## config.mk

```make
export PLATFORM = sky130hd
export DESIGN_NAME = dps_uart2
export DESIGN_NICKNAME = d
export VERILOG_FILES = /design/src/rtl/dps_uart2.sv
export SDC_FILE = /design/constraint.sdc
export NUM_CORES = 1
export LEC_CHECK = 0
export CORE_ASPECT_RATIO = 1.75
export CORE_MARGIN = 1.5
export CORE_UTILIZATION = 55
export CTS_BUF_LIST = sky130_fd_sc_hd__clkbuf_8
export DETAILED_ROUTE_END_ITERATION = 10
export PLACE_DENSITY = 0.78
export SLEW_MARGIN = 20
export SYNTH_ARGS = -nofsm -noshare
export SYNTH_HDL_FRONTEND = slang
export SYNTH_HIERARCHICAL = 1
export SYNTH_SLANG_ARGS = --single-unit
```

## constraint.sdc

```tcl
create_clock -name iCLOCK -period 5.44 [get_ports iCLOCK]
set_input_delay 0.816 -clock iCLOCK [delete_from_list [all_inputs] [get_ports iCLOCK]]
set_output_delay 0.816 -clock iCLOCK [all_outputs]
set_load 0.02 [all_outputs]
```

## src/rtl/dps_uart2.sv

```systemverilog
`default_nettype none
// ============================================================================
// Module   : dps_uart2
// Purpose  : Second-generation DPS UART. 16x oversampled baud generator,
//            runtime frame format (5-8 data bits, none/even/odd parity,
//            1 or 2 stop bits), TX/RX FIFOs of P_DEPTH entries, per-byte
//            parity/framing flags, sticky overrun flag, maskable IRQ.
// Ports    : iCLOCK/inRESET        clock, async active-low reset
//            iDIVISOR              oversample tick period minus 1
//            iDATA_BITS/iPARITY_*  frame format, iSTOP2 two TX stop bits
//            iTX_* / oTX_*         TX FIFO write side and status
//            iRX_* / oRX_*         RX FIFO read side (show-ahead) and status
//            iERR_CLEAR            clears oRX_OVERRUN
//            iIRQ_*_EN/oIRQ_VALID  interrupt enables and registered level
//            oUART_TXD/iUART_RXD   serial pins
// Revision : 1.0 - initial release
// ============================================================================
module dps_uart2 #(
  parameter int P_DEPTH   = 16,
  parameter int P_DEPTH_N = 4,
  parameter int P_DIV_W   = 16
) (
  input  logic                 iCLOCK,
  input  logic                 inRESET,
  input  logic [P_DIV_W-1:0]   iDIVISOR,
  input  logic [1:0]           iDATA_BITS,
  input  logic                 iPARITY_EN,
  input  logic                 iPARITY_ODD,
  input  logic                 iSTOP2,
  input  logic                 iTX_EN,
  input  logic                 iTX_CLEAR,
  input  logic                 iTX_REQ,
  input  logic [7:0]           iTX_DATA,
  output logic                 oTX_FULL,
  output logic [P_DEPTH_N:0]   oTX_BUFF_CNT,
  output logic                 oTX_IDLE,
  input  logic                 iRX_EN,
  input  logic                 iRX_CLEAR,
  input  logic                 iRX_REQ,
  output logic                 oRX_EMPTY,
  output logic [7:0]           oRX_DATA,
  output logic                 oRX_PERR,
  output logic                 oRX_FERR,
  output logic [P_DEPTH_N:0]   oRX_BUFF_CNT,
  output logic                 oRX_OVERRUN,
  input  logic                 iERR_CLEAR,
  input  logic                 iIRQ_RX_EN,
  input  logic                 iIRQ_TX_EN,
  output logic                 oIRQ_VALID,
  output logic                 oUART_TXD,
  input  logic                 iUART_RXD
);

  // Shared by both serial FSMs.
  localparam logic [2:0] ST_IDLE   = 3'd0;
  localparam logic [2:0] ST_START  = 3'd1;
  localparam logic [2:0] ST_DATA   = 3'd2;
  localparam logic [2:0] ST_PARITY = 3'd3;
  localparam logic [2:0] ST_STOP   = 3'd4;

  localparam logic [P_DIV_W-1:0] BAUD_ONE = P_DIV_W'(1);

  // --------------------------------------------------------------------------
  // Baud generator: one-clock tick every iDIVISOR+1 clocks
  // --------------------------------------------------------------------------
  logic [P_DIV_W-1:0] baud_cnt_q;
  logic               w_tick;

  assign w_tick = (baud_cnt_q == iDIVISOR);

  always_ff @(posedge iCLOCK or negedge inRESET) begin
    if (!inRESET)    baud_cnt_q <= '0;
    else if (w_tick) baud_cnt_q <= '0;
    else             baud_cnt_q <= baud_cnt_q + BAUD_ONE;
  end

  // --------------------------------------------------------------------------
  // FIFOs
  // --------------------------------------------------------------------------
  logic       w_tx_load;
  logic [7:0] w_tx_head;
  logic       w_tx_empty;
  logic       w_rx_wr;
  logic [9:0] w_rx_entry;
  logic [9:0] w_rx_head;
  logic       w_rx_full;

  dps_uart2_fifo #(.P_W(8), .P_DEPTH(P_DEPTH), .P_DEPTH_N(P_DEPTH_N)) u_tx_fifo (
    .iCLOCK  (iCLOCK),
    .inRESET (inRESET),
    .clear_i (iTX_CLEAR),
    .push_i  (iTX_EN && iTX_REQ),
    .data_i  (iTX_DATA),
    .pop_i   (w_tx_load),
    .data_o  (w_tx_head),
    .cnt_o   (oTX_BUFF_CNT),
    .full_o  (oTX_FULL),
    .empty_o (w_tx_empty)
  );

  dps_uart2_fifo #(.P_W(10), .P_DEPTH(P_DEPTH), .P_DEPTH_N(P_DEPTH_N)) u_rx_fifo (
    .iCLOCK  (iCLOCK),
    .inRESET (inRESET),
    .clear_i (iRX_CLEAR),
    .push_i  (w_rx_wr),
    .data_i  (w_rx_entry),
    .pop_i   (iRX_EN && iRX_REQ),
    .data_o  (w_rx_head),
    .cnt_o   (oRX_BUFF_CNT),
    .full_o  (w_rx_full),
    .empty_o (oRX_EMPTY)
  );

  assign oRX_DATA = oRX_EMPTY ? 8'h00 : w_rx_head[7:0];
  assign oRX_PERR = oRX_EMPTY ? 1'b0  : w_rx_head[8];
  assign oRX_FERR = oRX_EMPTY ? 1'b0  : w_rx_head[9];

  // --------------------------------------------------------------------------
  // Transmitter. Format is latched at load so mid-frame changes are ignored.
  // --------------------------------------------------------------------------
  logic [2:0] tx_state_q, tx_state_d;
  logic [4:0] tx_tick_q,  tx_tick_d;   // 5 bits to cover a 32-tick double stop
  logic [2:0] tx_bit_q,   tx_bit_d;
  logic [7:0] tx_shift_q, tx_shift_d;
  logic [1:0] tx_bits_q,  tx_bits_d;
  logic       tx_pen_q,   tx_pen_d;
  logic       tx_par_q,   tx_par_d;
  logic       tx_stop2_q, tx_stop2_d;
  logic       txd_q;
  logic       tx_idle_q;
  logic       w_tx_bit_end;
  logic       w_tx_stop_end;
  logic [7:0] w_tx_mask;

  assign w_tx_bit_end  = w_tick && (tx_tick_q[3:0] == 4'hF);
  assign w_tx_stop_end = w_tick && (tx_tick_q == (tx_stop2_q ? 5'd31 : 5'd15));
  assign w_tx_mask     = 8'hFF >> (2'd3 - iDATA_BITS);

  always_comb begin
    tx_state_d = tx_state_q;
    tx_tick_d  = w_tick ? tx_tick_q + 5'd1 : tx_tick_q;
    tx_bit_d   = tx_bit_q;
    tx_shift_d = tx_shift_q;
    tx_bits_d  = tx_bits_q;
    tx_pen_d   = tx_pen_q;
    tx_par_d   = tx_par_q;
    tx_stop2_d = tx_stop2_q;
    w_tx_load  = 1'b0;
    case (tx_state_q)
      ST_IDLE: begin
        tx_tick_d = 5'd0;
        w_tx_load = !w_tx_empty;
      end
      ST_START: begin
        if (w_tx_bit_end) begin
          tx_state_d = ST_DATA;
          tx_tick_d  = 5'd0;
          tx_bit_d   = 3'd0;
        end
      end
      ST_DATA: begin
        if (w_tx_bit_end) begin
          tx_tick_d  = 5'd0;
          tx_shift_d = tx_shift_q >> 1;
          if (tx_bit_q == ({1'b0, tx_bits_q} + 3'd4))
            tx_state_d = tx_pen_q ? ST_PARITY : ST_STOP;
          else
            tx_bit_d = tx_bit_q + 3'd1;
        end
      end
      ST_PARITY: begin
        if (w_tx_bit_end) begin
          tx_state_d = ST_STOP;
          tx_tick_d  = 5'd0;
        end
      end
      ST_STOP: begin
        if (w_tx_stop_end) begin
          tx_state_d = ST_IDLE;
          tx_tick_d  = 5'd0;
          // Chain straight into the next START so consecutive bytes are gapless.
          w_tx_load  = !w_tx_empty;
        end
      end
      default: tx_state_d = ST_IDLE;
    endcase
    if (w_tx_load) begin
      tx_state_d = ST_START;
      tx_tick_d  = 5'd0;
      tx_shift_d = w_tx_head;
      tx_bits_d  = iDATA_BITS;
      tx_pen_d   = iPARITY_EN;
      tx_stop2_d = iSTOP2;
      tx_par_d   = (^(w_tx_head & w_tx_mask)) ^ iPARITY_ODD;
    end
  end

  always_ff @(posedge iCLOCK or negedge inRESET) begin
    if (!inRESET) begin
      tx_state_q <= ST_IDLE;
      tx_tick_q  <= 5'd0;
      tx_bit_q   <= 3'd0;
      tx_shift_q <= 8'h00;
      tx_bits_q  <= 2'd0;
      tx_pen_q   <= 1'b0;
      tx_par_q   <= 1'b0;
      tx_stop2_q <= 1'b0;
      txd_q      <= 1'b1;
      tx_idle_q  <= 1'b1;
    end else begin
      tx_state_q <= tx_state_d;
      tx_tick_q  <= tx_tick_d;
      tx_bit_q   <= tx_bit_d;
      tx_shift_q <= tx_shift_d;
      tx_bits_q  <= tx_bits_d;
      tx_pen_q   <= tx_pen_d;
      tx_par_q   <= tx_par_d;
      tx_stop2_q <= tx_stop2_d;
      // Pin is registered from the current state, so it lags the FSM by a clock.
      case (tx_state_q)
        ST_START:  txd_q <= 1'b0;
        ST_DATA:   txd_q <= tx_shift_q[0];
        ST_PARITY: txd_q <= tx_par_q;
        default:   txd_q <= 1'b1;
      endcase
      tx_idle_q <= (tx_state_q == ST_IDLE) && w_tx_empty;
    end
  end

  assign oUART_TXD = txd_q;
  assign oTX_IDLE  = tx_idle_q;

  // --------------------------------------------------------------------------
  // Receiver
  // --------------------------------------------------------------------------
  logic [1:0] rx_sync_q;
  logic       w_rxd;
  logic [2:0] rx_state_q, rx_state_d;
  logic [3:0] rx_tick_q,  rx_tick_d;   // wraps naturally every 16 ticks
  logic [2:0] rx_bit_q,   rx_bit_d;
  logic [7:0] rx_data_q,  rx_data_d;
  logic       rx_acc_q,   rx_acc_d;
  logic       rx_perr_q,  rx_perr_d;
  logic [1:0] rx_bits_q,  rx_bits_d;
  logic       rx_pen_q,   rx_pen_d;
  logic       rx_podd_q,  rx_podd_d;
  logic       w_rx_mid;
  logic       overrun_q;
  logic       irq_q;

  assign w_rxd      = rx_sync_q[1];
  assign w_rx_mid   = w_tick && (rx_tick_q == 4'hF);
  assign w_rx_entry = {!w_rxd, rx_perr_q, rx_data_q};

  always_comb begin
    rx_state_d = rx_state_q;
    rx_tick_d  = w_tick ? rx_tick_q + 4'd1 : rx_tick_q;
    rx_bit_d   = rx_bit_q;
    rx_data_d  = rx_data_q;
    rx_acc_d   = rx_acc_q;
    rx_perr_d  = rx_perr_q;
    rx_bits_d  = rx_bits_q;
    rx_pen_d   = rx_pen_q;
    rx_podd_d  = rx_podd_q;
    w_rx_wr    = 1'b0;
    case (rx_state_q)
      ST_IDLE: begin
        rx_tick_d = 4'd0;
        if (w_tick && !w_rxd) begin
          rx_state_d = ST_START;
          rx_bit_d   = 3'd0;
          rx_data_d  = 8'h00;
          rx_acc_d   = 1'b0;
          rx_perr_d  = 1'b0;
          rx_bits_d  = iDATA_BITS;
          rx_pen_d   = iPARITY_EN;
          rx_podd_d  = iPARITY_ODD;
        end
      end
      ST_START: begin
        // Eighth tick after the falling edge is mid-start; high there is noise.
        if (w_tick && (rx_tick_q == 4'd7)) begin
          rx_tick_d  = 4'd0;
          rx_state_d = w_rxd ? ST_IDLE : ST_DATA;
        end
      end
      ST_DATA: begin
        if (w_rx_mid) begin
          rx_data_d[rx_bit_q] = w_rxd;
          rx_acc_d = rx_acc_q ^ w_rxd;
          if (rx_bit_q == ({1'b0, rx_bits_q} + 3'd4))
            rx_state_d = rx_pen_q ? ST_PARITY : ST_STOP;
          else
            rx_bit_d = rx_bit_q + 3'd1;
        end
      end
      ST_PARITY: begin
        if (w_rx_mid) begin
          rx_perr_d  = w_rxd ^ rx_acc_q ^ rx_podd_q;
          rx_state_d = ST_STOP;
        end
      end
      ST_STOP: begin
        if (w_rx_mid) begin
          w_rx_wr    = 1'b1;
          rx_state_d = ST_IDLE;
        end
      end
      default: rx_state_d = ST_IDLE;
    endcase
  end

  always_ff @(posedge iCLOCK or negedge inRESET) begin
    if (!inRESET) begin
      rx_sync_q  <= 2'b11;
      rx_state_q <= ST_IDLE;
      rx_tick_q  <= 4'd0;
      rx_bit_q   <= 3'd0;
      rx_data_q  <= 8'h00;
      rx_acc_q   <= 1'b0;
      rx_perr_q  <= 1'b0;
      rx_bits_q  <= 2'd0;
      rx_pen_q   <= 1'b0;
      rx_podd_q  <= 1'b0;
      overrun_q  <= 1'b0;
      irq_q      <= 1'b0;
    end else begin
      rx_sync_q  <= {rx_sync_q[0], iUART_RXD};
      rx_state_q <= rx_state_d;
      rx_tick_q  <= rx_tick_d;
      rx_bit_q   <= rx_bit_d;
      rx_data_q  <= rx_data_d;
      rx_acc_q   <= rx_acc_d;
      rx_perr_q  <= rx_perr_d;
      rx_bits_q  <= rx_bits_d;
      rx_pen_q   <= rx_pen_d;
      rx_podd_q  <= rx_podd_d;
      // A frame lost to a full FIFO beats a same-cycle clear.
      if (w_rx_wr && w_rx_full) overrun_q <= 1'b1;
      else if (iERR_CLEAR)      overrun_q <= 1'b0;
      irq_q <= (iIRQ_RX_EN && (!oRX_EMPTY || overrun_q)) || (iIRQ_TX_EN && tx_idle_q);
    end
  end

  assign oRX_OVERRUN = overrun_q;
  assign oIRQ_VALID  = irq_q;

endmodule

// ============================================================================
// Module   : dps_uart2_fifo
// Purpose  : Synchronous FIFO with occupancy count reaching P_DEPTH.
//            Push when full / pop when empty are ignored; clear wins.
// Ports    : clear_i, push_i/data_i, pop_i; data_o is the head (show-ahead),
//            cnt_o occupancy, full_o/empty_o status.
// Revision : 1.0 - initial release
// ============================================================================
module dps_uart2_fifo #(
  parameter int P_W       = 8,
  parameter int P_DEPTH   = 16,
  parameter int P_DEPTH_N = 4
) (
  input  logic                 iCLOCK,
  input  logic                 inRESET,
  input  logic                 clear_i,
  input  logic                 push_i,
  input  logic [P_W-1:0]       data_i,
  input  logic                 pop_i,
  output logic [P_W-1:0]       data_o,
  output logic [P_DEPTH_N:0]   cnt_o,
  output logic                 full_o,
  output logic                 empty_o
);

  localparam logic [P_DEPTH_N-1:0] PTR_ONE = P_DEPTH_N'(1);
  localparam logic [P_DEPTH_N:0]   CNT_ONE = (P_DEPTH_N+1)'(1);
  localparam logic [P_DEPTH_N:0]   CNT_MAX = (P_DEPTH_N+1)'(P_DEPTH);

  logic [P_W-1:0]       mem_q [P_DEPTH];
  logic [P_DEPTH_N-1:0] wptr_q, rptr_q;
  logic [P_DEPTH_N:0]   cnt_q;
  logic                 w_push, w_pop;

  assign full_o  = (cnt_q == CNT_MAX);
  assign empty_o = (cnt_q == '0);
  assign cnt_o   = cnt_q;
  assign data_o  = mem_q[rptr_q];
  assign w_push  = push_i && !full_o;
  assign w_pop   = pop_i && !empty_o;

  always_ff @(posedge iCLOCK or negedge inRESET) begin
    if (!inRESET) begin
      wptr_q <= '0;
      rptr_q <= '0;
      cnt_q  <= '0;
    end else if (clear_i) begin
      wptr_q <= '0;
      rptr_q <= '0;
      cnt_q  <= '0;
    end else begin
      if (w_push) wptr_q <= wptr_q + PTR_ONE;
      if (w_pop)  rptr_q <= rptr_q + PTR_ONE;
      if (w_push && !w_pop)      cnt_q <= cnt_q + CNT_ONE;
      else if (w_pop && !w_push) cnt_q <= cnt_q - CNT_ONE;
    end
  end

  always_ff @(posedge iCLOCK) begin
    if (w_push && !clear_i) mem_q[wptr_q] <= data_i;
  end

endmodule
`default_nettype wire

```

* Word-level counts from Yosys, hierarchy flattened *
Memory sizes are Yosys's and may differ from the RTL's.
Index checks and enable logic that the tools add are counted.

word-level totals
  flip-flop bits (word level) = 96
  memory bits (writable) = 288
  bits of input ports = 41
  output and inout bits = 26
  logic and storage cells = 225
  memories = 2

memory list
  memory           depth  bits a word  read ports  clocked after Yosys merged registers in  write ports  line  text
  u_rx_fifo.mem_q  16     10           1           0                                        1            379   logic [P_W-1:0] mem_q [P_DEPTH];
  u_tx_fifo.mem_q  16     8            1           0                                        1            379

operators by class
  $add $sub $neg = 16
  $lt $le $gt $ge = 2
  equality and inequality tests = 33
  shift operators = 1
  multiplexer cells = 77
  bitwise gates (word level) = 4
  reduce and logical (&&, ||, !) cells = 61

operators with widths
  operator                                           count
  two-way mux 3 bit                                  20
  two-way mux 5 bit                                  11
  two-way mux 8 bit                                  6
  two-way mux 4 bit                                  10
  case mux 3 bit (5 select lines)                    2
  logical AND 1 bit                                  22
  adder 4 x 1 -> 4 bit (second input constant)       5
  != test 2 bit (second input constant)              10
  nonzero test 2 bit                                 10
  adder 16 x 1 -> 16 bit (second input constant)     1
  == test 16 bit                                     1
  two-way mux 16 bit                                 1
  case mux 8 bit (2 select lines)                    1
  adder 5 x 1 -> 5 bit (second input constant)       3
  two-way mux 1 bit                                  15
  != test 3 x 2 -> 1 bit (second input constant)     5
  case mux 5 bit (3 select lines)                    1
  == test 3 x 2 -> 1 bit (second input constant)     4
  case mux 3 bit (2 select lines)                    2
  AND reduction 6 bit                                2
  zero test 1 bit                                    11
  == test 5 bit (second input constant)              2
  zero test 5 bit                                    2
  subtractor 5 x 1 -> 5 bit (second input constant)  2
  29 further kinds                                   45

* Depth between registers and ports, before layout *
  depth in word-level cells = 10
  mapped depth = 15

* By module *
Netlist, hierarchy kept.

by module, submodules not included
  module                       instances  cells each  area each (um^2)  sequential area each (um^2)
  dps_uart2_fifo at u_rx_fifo  1          398         7056.8            5129.9
  dps_uart2_fifo at u_tx_fifo  1          342         5886.9            4169.0
  dps_uart2                    1          387         3786.1            1756.7

* Least setup slack after synthesis *
Ideal clock, no wire load.

  path kind = input to register
  start point = in iDIVISOR[2]
  end point = reg u_tx_fifo.cnt_q[4] (netlist: u_tx_fifo/cnt_o[4])
  data arrival time = 3.921 ns
  required time = 5.315 ns
  path slack = 1.395 ns
  cell stages on the path = 15
  path buffers = 1
  path through = xnor2_1 > nand4_1 > nor4_4 > nand3_1 > a211o_1 > buf_4 > inv_1 > o21ai_2 > ha_1 > inv_1 > ha_1 > a21o_1 > a21oi_1 > mux2i_1 > mux2_2

on the way
  longest elaborated chain between the ends = 9
  elaborated cells on any way between the ends = 11
  those cells by class = eq/ne: 1; mux: 4; reduce/logical: 6

RTL lines
  item                                 line  text
  from (decl)                          25    input logic [P_DIV_W-1:0] iDIVISOR,
  == test 16 bit (*)                   69    assign w_tick = (baud_cnt_q == iDIVISOR);
  logical AND 1 bit (*)                136   assign w_tx_stop_end = w_tick && (tx_tick_q == (tx_stop2_q ? 5'd31 : 5'd15));
  two-way mux 1 bit (*)                178   if (w_tx_stop_end) begin
  case mux 1 bit (2 select lines) (*)  149   case (tx_state_q)
  net w_tx_load                        80    logic w_tx_load;
  logical AND 1 bit (*)                389   assign w_pop = pop_i && !empty_o;
  zero test 1 bit                      403   if (w_push && !w_pop) cnt_q <= cnt_q + CNT_ONE;
  logical AND 1 bit                    403
  two-way mux 5 bit                    403
  two-way mux 5 bit                    396   end else if (clear_i) begin
  to (signal assigned)                 403
  to (signal assigned)                 404   else if (w_pop && !w_push) cnt_q <= cnt_q - CNT_ONE;
  to (decl)                            381   logic [P_DEPTH_N:0] cnt_q;

Mark *: on every way through the listed nets, which the timed path passes. The rest lies on a longest branch.
A chain may end at the register's enable or synchronous reset.

* Final worst setup path *
  start point = reg u_rx_fifo.rptr_q[2]
  end point = out oRX_DATA[2]

on the way
  longest elaborated chain between the ends = 2

RTL lines
  item                    line  text
  from (decl)             380   logic [P_DEPTH_N-1:0] wptr_q, rptr_q;
  from (signal assigned)  402   if (w_pop) rptr_q <= rptr_q + PTR_ONE;
  memory (16 x 10 bit)    --
  net w_rx_head[2]        85    logic [9:0] w_rx_head;
  two-way mux 8 bit       114   assign oRX_DATA = oRX_EMPTY ? 8'h00 : w_rx_head[7:0];
  to (decl)               41    output logic [7:0] oRX_DATA,

The timed path passes the listed nets, and every way through them passes these cells.

==> summary.txt <==
Setup path
  • Crit path capture type: primary output
  • Crit-path max FO: 20
  • WS Path Type: flop to primary output
  • WP data arrival: 3.49 ns
  • Worst path required time: 4.62 ns
  • Crit path launch type: flop

Global routing
  • Global-route wire length before repair: 52700 um
  • GRT overflow: 0
  • Initial antenna violation count: 0
  • Largest net degree at the start of global routing: 51
  • Total track usage: 21.9%
  • Vias in the first global route: 10010

CTS
  • Hold buffer count at CTS: 0
  • TritonCTS clock tree: done
  • Root Buffer: clkbuf_8
  • CTS clk-pin slew, worst paths: 0.07 ns
  • Post-CTS Setup Bufs: 0
  • Post-CTS Resized: 0
  • Clock Tree Buf Depth: 3
  • Worst-Skew Late Latency: 0.60 ns
  • TritonCTS Buffers: 51
  • CTS Sinks: 384
  • CTS HTree Levels: 2

Hold path
  • Worst min path class: primary input to async pin

STA
  • Setup_tns: 0 ns
  • Hold Fails Final Rpt: 0
  • Fmax: 0.232 GHz
  • Post-layout min period: 4.30 ns
  • Fin crit share: 79.1%
  • Max-slew violations: 0
  • Measured slew at the worst slew-check pin: 1.01 ns
  • Max Clock Skew: 0.0225 ns
  • Final setup viols: 0
  • Slew headroom: 32.1%
  • RSZ-0062 raised after global routing: false

Yosys
  • Yosys top cell area share: 51.7%
  • FF+latch count, synth: 384
  • Adder-Cell Fraction of Synth Area: 2.11%
  • Post-synth EDFFs: 288
  • Net Count, Synth: 1195
  • Ys async rst share: 25.0%
  • XOR/XNOR share of the synthesized area: 3.40%
  • Synth cell types: 64
  • Post-Synth Simple-Gate Area: 7.60%
  • Cells after Synth: 1127
  • Ys flop type: edfxtp_1
  • Seq/Total Area, Yosys: 66.1%
  • Syn. warnings: 6
  • Post-Syn Area per Cell: 14.8 um^2
  • Synth top area cells: edfxtp_1, dfrtp_1, mux2i_1
  • Compound-Gate Fraction of Synth Area: 7.00%
  • Cell Area, Synth: 16700 um^2
  • Leading area contributor after synthesis: edfxtp_1
  • Largest family of logic cells by synthesized area: multiplexers
  • Mux contribution to synthesized area: 11.6%

Power and ir drop
  • Sw frac: 25.5%
  • Sw power: 1.59 mW
  • PwrDens: 331 nW/um^2
  • Pint: 4.65 mW
  • Lkg Pwr: 6.99 nW
  • Power Total: 6.24 mW
  • Comb pwr share: 13.2%
  • Clock Power Share: 34.0%
  • Flop pwr share: 52.8%
  • Max IR drop VDD: 0.284 mV

Placed design
  • RePlAce Congestion: 0.811
  • Post-placement cell area: 17900 um^2
  • Port Buffers: 66
  • HPWL after DPL: 23300 um

Routing
  • Routed via count: 9535
  • DRC: 0
  • Vias per std cell: 5.79
  • Final ANT Viol Nets: 0
  • Pre-antenna DRT Iters: 4
  • Avg WL per Cell: 19.9 um
  • DRT iter0 DRCs: 627
  • Detailed Route WL: 32800 um

Floorplanning
  • # rows: 84
  • Die H: 234 um
  • Die area: 31500 um^2
  • IO Pins: 67
  • Die width: 135 um
  • Core Box Area: 30000 um^2
  • Starting Density: 55.9%

Outcome
  • Status: completed

Finish
  • FILL cells: 2187
  • N_diodes: 0
  • Design area: 18900 um^2
  • Area added between synthesis and finish: 12.8%
  • Fin nets: 1287
  • Layout cells sized above 1: 14.0%

Run
  • Number of max-cap violations: 0
-- area by class of cell --
type,count,area (um^2),area share (%)
Sequential cell,384,11100,58.6
Multi-Input combinational cell,661,5300,28.1
Timing Repair Buffer,99,931,4.93
Clock buffer,52,716,3.79
Tap cell,387,484,2.57
Clock inverter,41,293,1.55
Inverter,22,85.1,0.451
-- layer usage --
metal,track usage [%],part of all wire (%)
met1,22.0,34
met2,43.0,58
met3,2.99,3.2
met4,10.9,4.5
met5,0,0
-- flip-flops by register name (all words and copies together) (netlist names), 3 cells and up --
signal / count
tx_state_q: 3
rx_bit_q: 3
baud_cnt_q: 16
u_rx_fifo/mem_q: 160
rx_data_q: 8
rx_state_q: 3
u_tx_fifo/mem_q: 128
u_tx_fifo/cnt_o: 5
tx_bit_q: 3
u_tx_fifo/wptr_q: 4
tx_tick_q: 5
u_rx_fifo/cnt_o: 5
u_rx_fifo/wptr_q: 4
u_rx_fifo/rptr_q: 4
u_tx_fifo/rptr_q: 4
rx_tick_q: 4
tx_shift_q: 8
-- stage by stage --
| stage | hold slack, ns | utilization (%) | std cells | setup WS, ns |
|---|---|---|---|---|
| after CTS | 0.239 | 63.0 | 1646 | 1.08 |
| after floorplan | 0.345 | - | 1127 | 1.39 |
| after detailed placement | 0.361 | 59.6 | 1553 | 0.562 |
| after global placement | 0.359 | 59.6 | 1553 | 0.665 |
| after global routing | 0.292 | 63.0 | 1646 | 0.925 |
| final | 0.253 | 63.0 | 1646 | 1.14 |
-- power groups by stage --
stage / Combinational [mW] / Clock [mW] / Sequential, mW
floorplan: 0.589 / 0 / 3.31
CTS: 0.833 / 2.18 / 3.30
finish: 0.822 / 2.12 / 3.30
global route: 0.885 / 2.29 / 3.31
detailed placement: 0.826 / 0 / 3.36
global placement: 0.809 / 0 / 3.36
-- cell families (layout without fill, tap and decap cells) --
group / Yosys count / in the layout
compound gates: 163 / 163
xor+xnor: 64 / 64
fa+ha+maj: 27 / 27
buf+inv: 82 / 214
flops: 384 / 384
mux: 145 / 145
simple gates: 262 / 262
-- cells in the mapped netlist, types with 13 or more instances --
cell,instances
xnor2_1,39
nor2b_1,18
nand2_1,53
a221oi_1,36
o21ai_0,45
nand3_1,13
ha_1,25
nor2_1,96
nand2b_1,13
buf_2,13
inv_1,20
mux4_2,36
a21oi_1,15
mux2_2,14
edfxtp_1,288
mux2i_1,83
dfrtp_1,92
xor2_1,24
nor3_1,20
clkbuf_1,35
a22oi_1,19
-- path summary, 6_finish.rpt --
kind,startpoint,endpoint,slack (ns),cells after the start
setup / recovery,u_rx_fifo/rptr_q[2]$_DFFE_PN0P_,oRX_DATA[2],1.14,6
hold / removal,inRESET,u_tx_fifo/cnt_o[0]$_DFFE_PN0P_,0.25,1
setup reg to reg,baud_cnt_q[9]$_DFF_PN0_,u_rx_fifo/cnt_o[4]$_DFFE_PN0P_,1.42,14
hold reg to reg,rx_sync_q[0]$_DFF_PN1_,rx_sync_q[1]$_DFF_PN1_,0.37,0
max in group asynchronous,inRESET,u_rx_fifo/rptr_q[0]$_DFFE_PN0P_,4.10,2
min in group iCLOCK,rx_sync_q[0]$_DFF_PN1_,rx_sync_q[1]$_DFF_PN1_,0.37,0
-- layout by cell type, fill, tap and decap left out, types with 20 or more instances in the layout --
cell type	count
o21ai_0	45
xnor2_1	39
nor2_1	96
edfxtp_1	288
xor2_1	24
ha_1	25
inv_1	30
clkdlybuf4s50_1	65
dfrtp_1	90
mux2i_1	83
a221oi_1	36
buf_4	32
mux4_2	36
clkbuf_8	52
nand2_1	53
nor3_1	20
-- worst max-delay path, cell delays in order, from the launching register on --
cell and delay [ns]:
dfrtp_1 0.68, nor2b_2 0.86, a221oi_1 0.29, a22oi_1 0.25, nand2_1 0.12, nor2b_1 0.15
clkdlybuf4s50_1 0.53
(Power assumes the default switching activity.)
